`config.mk`:
```
export PLATFORM = sky130hd
export DESIGN_NAME = lc3b_mem_arbiter
export DESIGN_NICKNAME = d
export VERILOG_FILES = /design/src/rtl/lc3b_mem_arbiter.sv
export SDC_FILE = /design/constraint.sdc
export NUM_CORES = 1
export LEC_CHECK = 0
export CAP_MARGIN = 15
export CORE_MARGIN = 3
export CORE_UTILIZATION = 29
export DETAILED_ROUTE_END_ITERATION = 10
export PLACE_DENSITY = 0.64
export SLEW_MARGIN = 5
export SYNTH_ARGS = -nofsm -noshare
export SYNTH_HDL_FRONTEND = slang
export SYNTH_SLANG_ARGS = --single-unit
```
`constraint.sdc`:
```
create_clock -name clk -period 2.9 [get_ports clk]
set_input_delay 0.58 -clock clk [delete_from_list [all_inputs] [get_ports clk]]
set_output_delay 0.58 -clock clk [all_outputs]
set_load 0.01 [all_outputs]
```
`src/rtl/lc3b_mem_arbiter.sv`:
```
// Shares one memory port between LC-3b I-fetch and D load/store; the winner's request is registered one cycle after grant.
// Losers simply keep requesting; the strobe holds until mem_resp, and the response is routed back combinationally.
module lc3b_mem_arbiter #(
  parameter bit FIXED_PRIO = 1'b0
) (
  input  logic        clk,
  input  logic        rst,

  input  logic        i_read,
  input  logic [15:0] i_address,
  output logic [15:0] i_rdata,
  output logic        i_resp,

  input  logic        d_read,
  input  logic        d_write,
  input  logic [15:0] d_address,
  input  logic [15:0] d_wdata,
  input  logic [1:0]  d_wmask,
  output logic [15:0] d_rdata,
  output logic        d_resp,

  output logic        mem_read,
  output logic        mem_write,
  output logic [15:0] mem_address,
  output logic [15:0] mem_wdata,
  output logic [1:0]  mem_wmask,
  input  logic [15:0] mem_rdata,
  input  logic        mem_resp
);

  typedef enum logic [1:0] {
    IDLE   = 2'd0,
    BUSY_I = 2'd1,
    BUSY_D = 2'd2
  } state_t;

  typedef struct packed {
    logic        read;
    logic        write;
    logic [15:0] address;
    logic [15:0] wdata;
    logic [1:0]  wmask;
  } mem_req_t;

  localparam logic GRANT_I = 1'b0;
  localparam logic GRANT_D = 1'b1;

  state_t   state, state_nxt;
  logic     last_grant, last_grant_nxt;
  mem_req_t req_q, req_nxt;
  logic     req_i, req_d, pick_d;

  assign req_i = i_read;
  assign req_d = d_read | d_write;

  // D wins when alone, under fixed priority, or when I held the last grant.
  assign pick_d = req_d & (~req_i | FIXED_PRIO | (last_grant == GRANT_I));

  always_comb begin
    state_nxt      = state;
    last_grant_nxt = last_grant;
    req_nxt        = req_q;
    case (state)
      IDLE: begin
        if (pick_d) begin
          state_nxt       = BUSY_D;
          last_grant_nxt  = GRANT_D;
          req_nxt.address = d_address;
          req_nxt.wdata   = d_wdata;
          if (d_write) begin
            req_nxt.read  = 1'b0;
            req_nxt.write = 1'b1;
            req_nxt.wmask = d_wmask;
          end else begin
            req_nxt.read  = 1'b1;
            req_nxt.write = 1'b0;
            req_nxt.wmask = 2'b00;
          end
        end else if (req_i) begin
          state_nxt       = BUSY_I;
          last_grant_nxt  = GRANT_I;
          req_nxt.address = i_address;
          req_nxt.wdata   = 16'h0000;
          req_nxt.read    = 1'b1;
          req_nxt.write   = 1'b0;
          req_nxt.wmask   = 2'b00;
        end
      end
      BUSY_I, BUSY_D: begin
        if (mem_resp) begin
          state_nxt     = IDLE;
          req_nxt.read  = 1'b0;
          req_nxt.write = 1'b0;
        end
      end
      default: begin
        state_nxt     = IDLE;
        req_nxt.read  = 1'b0;
        req_nxt.write = 1'b0;
      end
    endcase
  end

  always_ff @(posedge clk) begin
    if (rst) begin
      state      <= IDLE;
      last_grant <= GRANT_D;
      req_q      <= '0;
    end else begin
      state      <= state_nxt;
      last_grant <= last_grant_nxt;
      req_q      <= req_nxt;
    end
  end

  assign mem_read    = req_q.read;
  assign mem_write   = req_q.write;
  assign mem_address = req_q.address;
  assign mem_wdata   = req_q.wdata;
  assign mem_wmask   = req_q.wmask;

  // Responses are qualified by state so a stray mem_resp in IDLE goes nowhere.
  assign i_resp  = (state == BUSY_I) & mem_resp;
  assign d_resp  = (state == BUSY_D) & mem_resp;
  assign i_rdata = mem_rdata;
  assign d_rdata = mem_rdata;

endmodule

```
After elaboration in Yosys (flattened, before gate mapping)
Cells that the tools add are included.

Eq/ne operators: 4. Mux-type cells: 11. Bitwise operators: 7. Reduce and logical (&&, ||, !) cells: 5.

Operator list (number): 2-to-1 mux 36 bit (2); 2-to-1 mux 2 bit (5); case mux 2 bit (2 select lines) (2); AND reduction 2 bit (2); AND 1 bit (3); inequality test 3 bit, second input constant (1); equality test 2 x 1 -> 1 bit, second input constant (1); equality test 2 bit, second input constant (1); zero test 2 bit (1); 2-to-1 mux 1 bit (2); inequality test 2 bit, second input constant (1); inverter 1 bit (2); OR 1 bit (2); nonzero test 2 bit (1); OR reduction 2 bit (1).

Bits in registers: 39. Input bits: 72.

Longest topological paths before layout
Gate-level depths: netlist (run 1).

Word-level depth: 5. Mapped depth: 7. Mapped depth without buffers: 5.

Worst setup path after synthesis (run 1)
OpenSTA, ideal clock, no wires.

Path type: in2reg. Start: input port rst. End: register req_q, in the netlist mem_wdata[0]. Arrival time: 1414 ps. Data required time: 2772 ps. Setup slack: 1358 ps. Cell stages on the path: 4. Cell sequence: clkbuf_1 clkbuf_1 clkbuf_1 nor2_1.

RTL lines: start, declared (line 7) `input logic rst,`; end signal, assigned (line 112) `req_q <= req_nxt;`; end, declared (line 50) `mem_req_t req_q, req_nxt;`.

No word-level cell between the ends.

Worst setup path after layout (run 1)
Start: input port mem_resp. End: output port d_resp.

Cells in the longest elaborated chain, start to end: 1.

RTL lines: start, declared (line 28) `input logic mem_resp`; AND 1 bit (line 124) `assign d_resp = (state == BUSY_D) & mem_resp;`; end, declared (line 20) `output logic d_resp,`.

No other way between the ends.

==> metrics.yaml, run 1 <==
synthesis:
  ys_seq_elements: 39
  synthSimpleGateAreaFrac_pct: 16.84
  seq_area_frac_synth_pct: 38.21
  ys.warnings.count: 0
  synth_area_mm2: 0.002043
  yosysTopAreaCellShare_pct: 38.21
  synth_xor_area_share_pct: 0
  synthCells: 215
  synthMuxAreaShare_pct: 0
  post-synth-top-area-cell: "dfxtp_1"
  synth_compound_area_share_pct: 24.92
  syn-num-nets: 290
  synth_top_family_by_area: "compound AO/OA/AOI/OAI gates"
  synth_edf_count: 0
  synth_fa_ha_area_share_pct: 1.837
  synth_flop_cell: "dfxtp_1"
  postSynthAreaPerCell_um2: 9.503
  async_reset_ff_share_pct: 0
  ys_types: 28
  synth_area_leaders: "dfxtp_1 38%, buf_4 13%, a311oi_2 10%, a32oi_1 6.9%, nand2_1 6.2%"
floorplan:
  die_area_mm2: 0.008088
  ios: 142
  die_w_um: 89.94
  fp.dieH_um: 89.94
  num_rows: 29
  start_util_pct: 31.11
  core_area_mm2: 0.006568
grt:
  antenna_found_initial: 0
  grt_max_degree: 33
  grt_pass1_wl_um: 8907
  grt_pass1_vias: 1835
  track_usage_pct: 13.20
  gr-total-overflow: 0
cts:
  htree_levels: 2
  post-cts-setup-buffers: 0
  clk_pin_slew_worst_paths_ns: 0.07
  clock_latency_ns: 0.28
  clock_sinks: 39
  cts-root-buf: "clkbuf_8"
  cts-resized-gates: 0
  cts_tree: "done"
  holdBufCountCts: 0
  clockBufferDepth: 2
  cts_buffers: 5
setup_path:
  cp.required_ns: 2.32
  reg2reg_to: "mem_address[3]"
  critPathMostFrequentCell: "clkdlybuf4s50_1"
  crit_slowest_cell: "clkdlybuf4s50_1"
  path_cells: "clkdlybuf4s50_1, and2_1, clkdlybuf4s50_1"
  path_delay_family: "buffers and inverters"
  critPathMaxFanout: 3
  worst-r2r-cell-count: 6
  path_buf_inv: 2
  end_kind: "output pin"
  crit_path_max_incr_delay_ns: 0.53
  r2r_start: "state[0]"
  worst_setup_path_start_kind: "input port"
  crit_start: "mem_resp"
  reg2reg_slack_ns: 1.21
  critPathKind: "input port to output pin"
  critPathArrivalTime_ns: 1.71
min_path:
  hold_start: "mem_wmask[0]"
  hold_depth: 2
  hold_path.class: "flip-flop to flip-flop"
  hold_end: "mem_wmask[0]"
finish:
  synthToLayoutAreaGrowth_pct: 40.17
  register_area_um2: 780.7
  drive_above_1_share_pct: 15.81
  postLayoutCellArea_mm2: 0.002864
  fillCellCount: 646
  num_antenna_cells: 0
  final_nets: 347
  multiInputGateArea_um2: 892.1
detailed_routing:
  dr.pass1.iters: 4
  drcViolationCount: 0
  wire_per_inst_um: 14.74
  drt_iter0_drc: 58
  via_count: 1707
  antenna_left: 0
  wirelength_um: 5379
  via_per_inst: 4.677
timing:
  tns_ns: 0
  fmax_mhz: 436.9
  period_needed_ns: 2.289
  setup_viol: 0
  slew_viol_final: 0
  rsz0062_at_grt: "false"
  slew_headroom_pct: 53.50
  finalCritPeriodShare_pct: 78.93
  finClkSkew_ns: 0.004101
  finalHoldViolCount: 0
  tightest_slew_ns: 0.6934
run_status:
  status: "complete, no violations"
flow_run:
  drv_cap: 0
placement:
  postPlaceCellArea_mm2: 0.002776
  port_buffers: 93
  dp_hpwl_um: 3797
  gp_congestion: 0.7274
pwr:
  leakage_nw: 1.016
  max-vdd-ir-drop_uv: 287.0
  powerDensity_mw_per_mm2: 598.5
==> flip-flops by register name, summed over array words and instances, names as in the netlist <==
register / flops
mem_address: 16
mem_wdata: 16
mem_wmask: 2
state: 2
last_grant: 1
mem_read: 1
mem_write: 1
==> final cells by class <==
cell class,instances,area share (%)
Timing Repair Buffer,98,34.08
Tap cell,93,4.063
Clock inverter,1,0.1747
Sequential cell,39,27.26
Multi-Input combinational cell,125,31.15
Inverter,3,0.3932
Clock buffer,6,2.883
==> cell usage in the layout (no fill, tap or decap), drive strengths merged <==
master,Yosys,layout
o31ai,1,1
buf,42,6
ha,3,3
nand2b,5,5
a21boi,2,2
nand3,2,2
nor3,1,1
inv,3,3
clkbuf,6,6
a21oi,2,2
o31a,1,1
a2bb2oi,1,1
clkdlybuf4s50,0,92
and2,2,2
clkinv,0,1
o2bb2ai,1,1
nand3b,1,1
dfxtp,39,39
nand2,34,34
a311oi,16,16
o32ai,4,4
a221o,1,1
nor2,32,32
a32oi,16,16
==> Yosys cell counts (2+ instances only) <==
cell and count:
a311oi_2 14, buf_4 36, o32ai_1 4, a32oi_1 16, a21boi_0 2, buf_6 2
nand2b_1 5, dfxtp_1 39, nand2_1 34, ha_1 3, nand3_1 2, and2_1 2
nor2_1 20, nor2_2 12, a21oi_1 2, a311oi_1 2, buf_2 2, clkbuf_1 6
inv_1 3
==> worst register-to-register path: cells and delay by family (launching register included) <==
kind            cells  cell delay, ns
buf+inv             2            0.32
fa+ha+maj           1            0.35
flops               1            0.32
simple gates        1            0.09
compound gates      2            0.51
==> worst max-delay path by stage <==
stage | cells past startpoint | end
floorplan | 4 | mem_wdata[0]
global placement | 5 | mem_wdata[6]
detailed placement | 4 | mem_address[3]
CTS | 3 | d_resp
global route | 3 | i_resp
finish | 3 | d_resp
==> through the flow <==
step | hold slack (ns) | util [%] | total power, W | std cells | setup WS [ns]
5_1_grt | 0.4997 | 43.61 | 0.001818 | 365 | 0.5599
3_5_place_dp | 0.4491 | 42.27 | 0.001356 | 358 | 0.5082
3_3_place_gp | 0.4420 | 42.27 | 0.001348 | 358 | 0.5711
2_1_floorplan | 0.4761 | - | 0.001123 | 215 | 1.358
6_report | 0.4692 | 43.61 | 0.001714 | 365 | 0.6109
4_1_cts | 0.4707 | 43.61 | 0.001742 | 365 | 0.6026
==> kinds of logic (layout without fill, tap and decap cells) <==
group	after synthesis	count (layout)
compound gates	45	45
fa+ha+maj	3	3
buf+inv	51	108
flops	39	39
simple gates	77	77
==> metal layers <==
metal	GRT usage (%)	up-vias	share of wire (%)
met5	0	-	0
met4	4.719	0	1.3
met3	5.092	14	8.1
met2	21.49	62	45
met1	15.87	793	46
li1	-	838	-
==> power by group <==
group	switching, W	internal (W)	leakage (nW)
Combinational	0.000323	0.000343	0.647
Sequential	0.0000517	0.000620	0.322
Clock	0.000189	0.000187	0.0470
Total	0.000564	0.00115	1.02
Power figures use the tool's default switching activity.
==> inputs of run 2 (changes only) <==
==> constraint.sdc (replaced) <==
create_clock -name clk -period 2.2 [get_ports clk]
set_input_delay 0.44 -clock clk [delete_from_list [all_inputs] [get_ports clk]]
set_output_delay 0.44 -clock clk [all_outputs]
set_load 0.01 [all_outputs]
==> metrics.yaml, run 2 (same netlist as run 1, synthesis figures left out) <==
detailed_routing:
  drt_iter0_drc: 83  # +43%
  drcViolationCount: 0  # unchanged
  wire_per_inst_um: 14.22  # -3.5%
  dr.pass1.iters: 4  # unchanged
  via_count: 1714  # +0.41%
  antenna_left: 0  # unchanged
  wirelength_um: 5289  # -1.7%
  via_per_inst: 4.608  # -1.5%
cts:
  cts_tree: "done"
  cts-root-buf: "clkbuf_8"
  clock_sinks: 39  # unchanged
  clk_pin_slew_worst_paths_ns: 0.08  # about the same
  post-cts-setup-buffers: 0  # unchanged
  holdBufCountCts: 0  # unchanged
  clockBufferDepth: 2  # unchanged
  cts-resized-gates: 0  # unchanged
  cts_buffers: 5  # unchanged
  htree_levels: 2  # unchanged
  clock_latency_ns: 0.29  # about the same
floorplan:
  num_rows: 29  # unchanged
  die_area_mm2: 0.008088  # unchanged
  ios: 142  # unchanged
  fp.dieH_um: 89.94  # unchanged
  core_area_mm2: 0.006568  # unchanged
  start_util_pct: 31.11  # unchanged
  die_w_um: 89.94  # unchanged
setup_path:
  critPathArrivalTime_ns: 1.59  # -0.12 ns
  cp.required_ns: 1.76  # -0.56 ns
  critPathKind: "input port to output pin"
  r2r_start: "state[0]"
  worst-r2r-cell-count: 6  # unchanged
  reg2reg_to: "mem_address[6]"
  critPathMaxFanout: 3  # unchanged
  end_kind: "output pin"
  crit_start: "mem_resp"
  reg2reg_slack_ns: 0.50  # -0.71 ns
  crit_end: "d_resp"
  worst_setup_path_start_kind: "input port"
timing:
  setup_viol: 0  # unchanged
  tns_ns: 0  # unchanged
  finClkSkew_ns: 0.005603  # +0.001502 ns
  period_needed_ns: 2.029
  slew_headroom_pct: 61.22  # +7.7 points
  finalCritPeriodShare_pct: 92.23
  fmax_mhz: 492.8
  rsz0062_at_grt: "false"
  hold_slack_ns: 0.4629  # -0.006305 ns
  tightest_slew_ns: 0.5816  # -0.1118 ns
  finalHoldViolCount: 0  # unchanged
  slew_viol_final: 0  # unchanged
grt:
  grt_pass1_vias: 1779  # -3.1%
  antenna_found_initial: 0  # unchanged
  grt_max_degree: 31  # -6.1%
  grt_pass1_wl_um: 8714  # -2.2%
  track_usage_pct: 12.88  # -0.32 points
  gr-total-overflow: 0  # unchanged
run_status:
  status: "complete, no violations"
pwr:
  max-vdd-ir-drop_uv: 287.1  # about the same
  sw_frac_of_total_pct: 33.57  # +0.66 points
  combPwrFrac_pct: 39.4  # +0.5 points
  leakage_nw: 1.038  # +2.2%
  seq_power_share_pct: 39.1  # about the same
  p_int_w: 0.001503  # +31%
  p_sw_w: 0.0007596  # +35%
  powerDensity_mw_per_mm2: 777.6  # +30%
  clkPwrFrac_pct: 21.5  # -0.4 points
finish:
  final_nets: 353  # +1.7%
  mostFrequentLayoutCells: "92 x clkdlybuf4s50_1, 39 x dfxtp_1, 34 x nand2_1"
  drive_above_1_share_pct: 17.92  # +2.1 points
  finalNonFillerCells: 372  # +1.9%
  synthToLayoutAreaGrowth_pct: 42.44
  register_area_um2: 780.7  # unchanged
  multiInputGateArea_um2: 892.1  # unchanged
  num_antenna_cells: 0  # unchanged
  fillCellCount: 654  # +1.2%
  layout_commonest_cell: "clkdlybuf4s50_1"
placement:
  placedCellCount: 364  # +1.7%
  port_buffers: 93  # unchanged
  gp_congestion: 0.7234  # -0.55%
  dp_hpwl_um: 3804  # +0.21%
min_path:
  hold_depth: 2  # unchanged
  hold_path.class: "flip-flop to flip-flop"
flow_run:
  drv_cap: 0  # unchanged
run 2: changes by cell type in the layout (fill, tap and decap cells not counted):
cell,change
clkbuf_8,-1
buf_4,+6
clkinvlp_4,+2
run 2: layout make-up:
class,count,area share [%]
repair buffers,104,35.08
multi-input cells,125,30.65
inverters,3,0.3869
well taps,93,3.998
clock inverters,3,0.6879
clock buffers,5,2.365
flip-flops and latches,39,26.83
run 2: metal layers:
metal | wire, um | part of all wire (%) | vias to the layer above | global-route usage [%]
met4 | 59 | 1.1 | 0 | 3.954
met1 | 2392 | 45 | 785 | 16.79
li1 | - | - | 853 | -
met3 | 465 | 8.8 | 12 | 4.758
met2 | 2372 | 45 | 64 | 19.86
met5 | 0 | 0 | - | 0
run 2: through the flow:
step	cell area, um2	worst slack, ns	total power (W)	util (%)
4_1_cts	2910	0.1599	0.002304	44.31
2_1_floorplan	2043	0.7982	0.001480	-
3_5_place_dp	2821	0.1425	0.001797	42.96
5_1_grt	2910	0.1062	0.002407	44.31
3_3_place_gp	2821	0.1706	0.001789	42.96
6_report	2910	0.1709	0.002263	44.31
run 2: critical path, cell delays in order:
cell and delay (ns):
clkdlybuf4s50_1 0.48, and2_1 0.13, clkdlybuf4s50_1 0.54
run 2: power by group through the flow:
| stage | Clock, W | Sequential (W) | Combinational [W] |
|---|---|---|---|
| 6_report | 0.000487 | 0.000885 | 0.000890 |
| 5_1_grt | 0.000546 | 0.000901 | 0.000959 |
| 4_1_cts | 0.000517 | 0.000886 | 0.000901 |
| 3_5_place_dp | 0 | 0.000900 | 0.000897 |
| 3_3_place_gp | 0 | 0.000901 | 0.000887 |
| 2_1_floorplan | 0 | 0.000943 | 0.000537 |
run 2: worst min path at each step:
stage	start	endpoint	slack [ns]
final	mem_wmask[0]	mem_wmask[0]	0.46
after global routing	mem_wmask[0]	mem_wmask[0]	0.51
after CTS	mem_wmask[0]	mem_wmask[0]	0.46
after detailed placement	mem_wmask[0]	mem_wmask[0]	0.45
after global placement	mem_wmask[1]	mem_wmask[1]	0.44
after floorplan	mem_wmask[0]	mem_wmask[0]	0.48
==> patch, RTL diff (settings of run 1) <==
Re-encode `state_t` (3 states) as one-hot, 3 bits wide.
--- a/src/rtl/lc3b_mem_arbiter.sv
+++ b/src/rtl/lc3b_mem_arbiter.sv
@@ -29,8 +29,8 @@
 );
 
-  typedef enum logic [1:0] {
-    IDLE   = 2'd0,
-    BUSY_I = 2'd1,
-    BUSY_D = 2'd2
+  typedef enum logic [2:0] {
+    IDLE   = 3'b001,
+    BUSY_I = 3'b010,
+    BUSY_D = 3'b100
   } state_t;
 
Check against the original RTL: same outputs for any inputs over 10 cycles, from zero or initial values and one cycle with rst high; not proved beyond that.
==> patch against run 1 <==
Maximum frequency down 10%; register-to-register slack worse by 0.20 ns; area after synthesis unchanged; total power down 1.9%; sequential share of layout area up 0.74 points; routed wire length down 0.28%; worst setup slack worse by 0.25 ns; cell area down 0.13%; sequential cell count up 1; clock skew down 0.0014 ns; critical path type unchanged.
==> patch: results (changes against run 1) <==
Post-Syn Instances: 241 (+12%)
DRT iter0 DRCs: 73 (+26%)
#MultiIn Comb: 147 (+18%)
Post-synthesis sequential area ratio: 0.392 (+0.00980)
Met3 usage: 0.0459 (-0.00501)
Fill count: 681 (+5.4%)
GRT met1 Usage: 0.143 (-0.0152)
Final #Nets: 366 (+5.5%)
Syn nets: 313 (+7.9%)
Largest net degree at the start of global routing: 27 (-18%)
Avg Cell Area, Syn: 8.48 um2 (-11%)
Post-synth top cells: dfxtp_1, buf_4, nand2_1
Routed len/inst: 13.8 um (-6.2%)
Seq/total area: 0.280 (+0.00736)
Via density: 4.73 (+1.2%)
Clkbuf count: 8 (+2)
Cell Area, Placed: 2770 um2 (-0.23%)
Run status: finished clean
Leakage: 1.00 nW (-1.2%)
Routed wl met2: 2580 um (+6.7%)
#FFs+latches synth: 40 (+2.6%)
Clock-cell share: 0.0315 (+0.000915)
CP peak stage delay: 0.58 ns (+0.05 ns)
Crit-path leading delay family: buffers and inverters
Least-Margin Pin Slew: 0.768 ns (+0.0744 ns)
Non-clk invs: 0 (-3)
H-Tree Depth: 2 (unchanged)
Met1 WL: 2240 um (-8.9%)
Vias in the first global route: 1,760 (-4.1%)
Root buf cell: clkbuf_8
Layout cells sized above 1: 0.0644 (-0.0937)
Data buffer area share: 0.344 (+0.00307)
YS warnings: 0 (unchanged)
Register Area: 801 um2 (+2.6%)
Multi-input logic area: 870 um2 (-2.5%)
Clk buf depth: 2 (unchanged)
Gr usage total: 0.130 (-0.00205)
Placer Congestion: 0.693 (-4.7%)
WP data arrival: 1.96 ns (+0.25 ns)
Place WS: 0.350 ns (-0.158 ns)
Grt met2 use: 0.229 (+0.0144)
Synth area leaders: dfxtp_1, buf_4, a21oi_1
CP max-delay cell: clkdlybuf4s50_1
Uppermost layer routed: met4
Post-Layout Cell Count: 388 (+6.3%)
Clock skew: 0.00267 ns (-0.00143 ns)
Cell count after placement: 380 (+6.1%)
Peak supply drop: 0.191 mV (-33%)
DP HPWL: 3870 um (+2.0%)
Worst-Skew Late Latency: 0.28 ns (about the same)
Buffers, non-clock: 100 (+2.0%)
Worst-path fanout max: 4 (+1)
Initial antenna violation count: 0 (unchanged)
Unique masters post-synth: 33 (+18%)
Ant. Diodes: 0 (unchanged)
DR WL met3: 479 um (+9.9%)
First-pass GRT wire length: 8650 um (-2.9%)
[patch: cell types whose count changed in the layout (fill, tap and decap cells not counted), moves of 12 or more]
cell      change
a21oi_1      +33
nor2_1       -18
a32oi_1      -16
o21ai_0      +16
a311oi_1     +14
a311oi_2     -14
nand3_1      +14
nor2_2       -12
[patch: logic make-up after synthesis]
logic type / synth area share
AO/OA/AOI/OAI: 0.244
XOR/XNOR: 0.00429
buffers and inverters: 0.190
flip-flops: 0.392
AND/OR/NAND/NOR: 0.170
[patch: path summary, 6_finish.rpt]
path / start / endpoint / slack, ns / cells after the start
worst min-delay path: mem_wdata[1] / mem_wdata[1] / 0.48 / 2
worst min register to register: mem_wdata[1] / mem_wdata[1] / 0.48 / 2
worst max-delay path: mem_resp / d_resp / 0.36 / 3
worst max register to register: state[0] / mem_address[4] / 1.01 / 4
[patch: where the power goes]
group          total, mW  switching (mW)  leakage (nW)  internal, mW
Sequential         0.693          0.0560         0.329         0.637
Clock              0.374           0.180        0.0455         0.194
Combinational      0.614           0.299         0.629         0.315
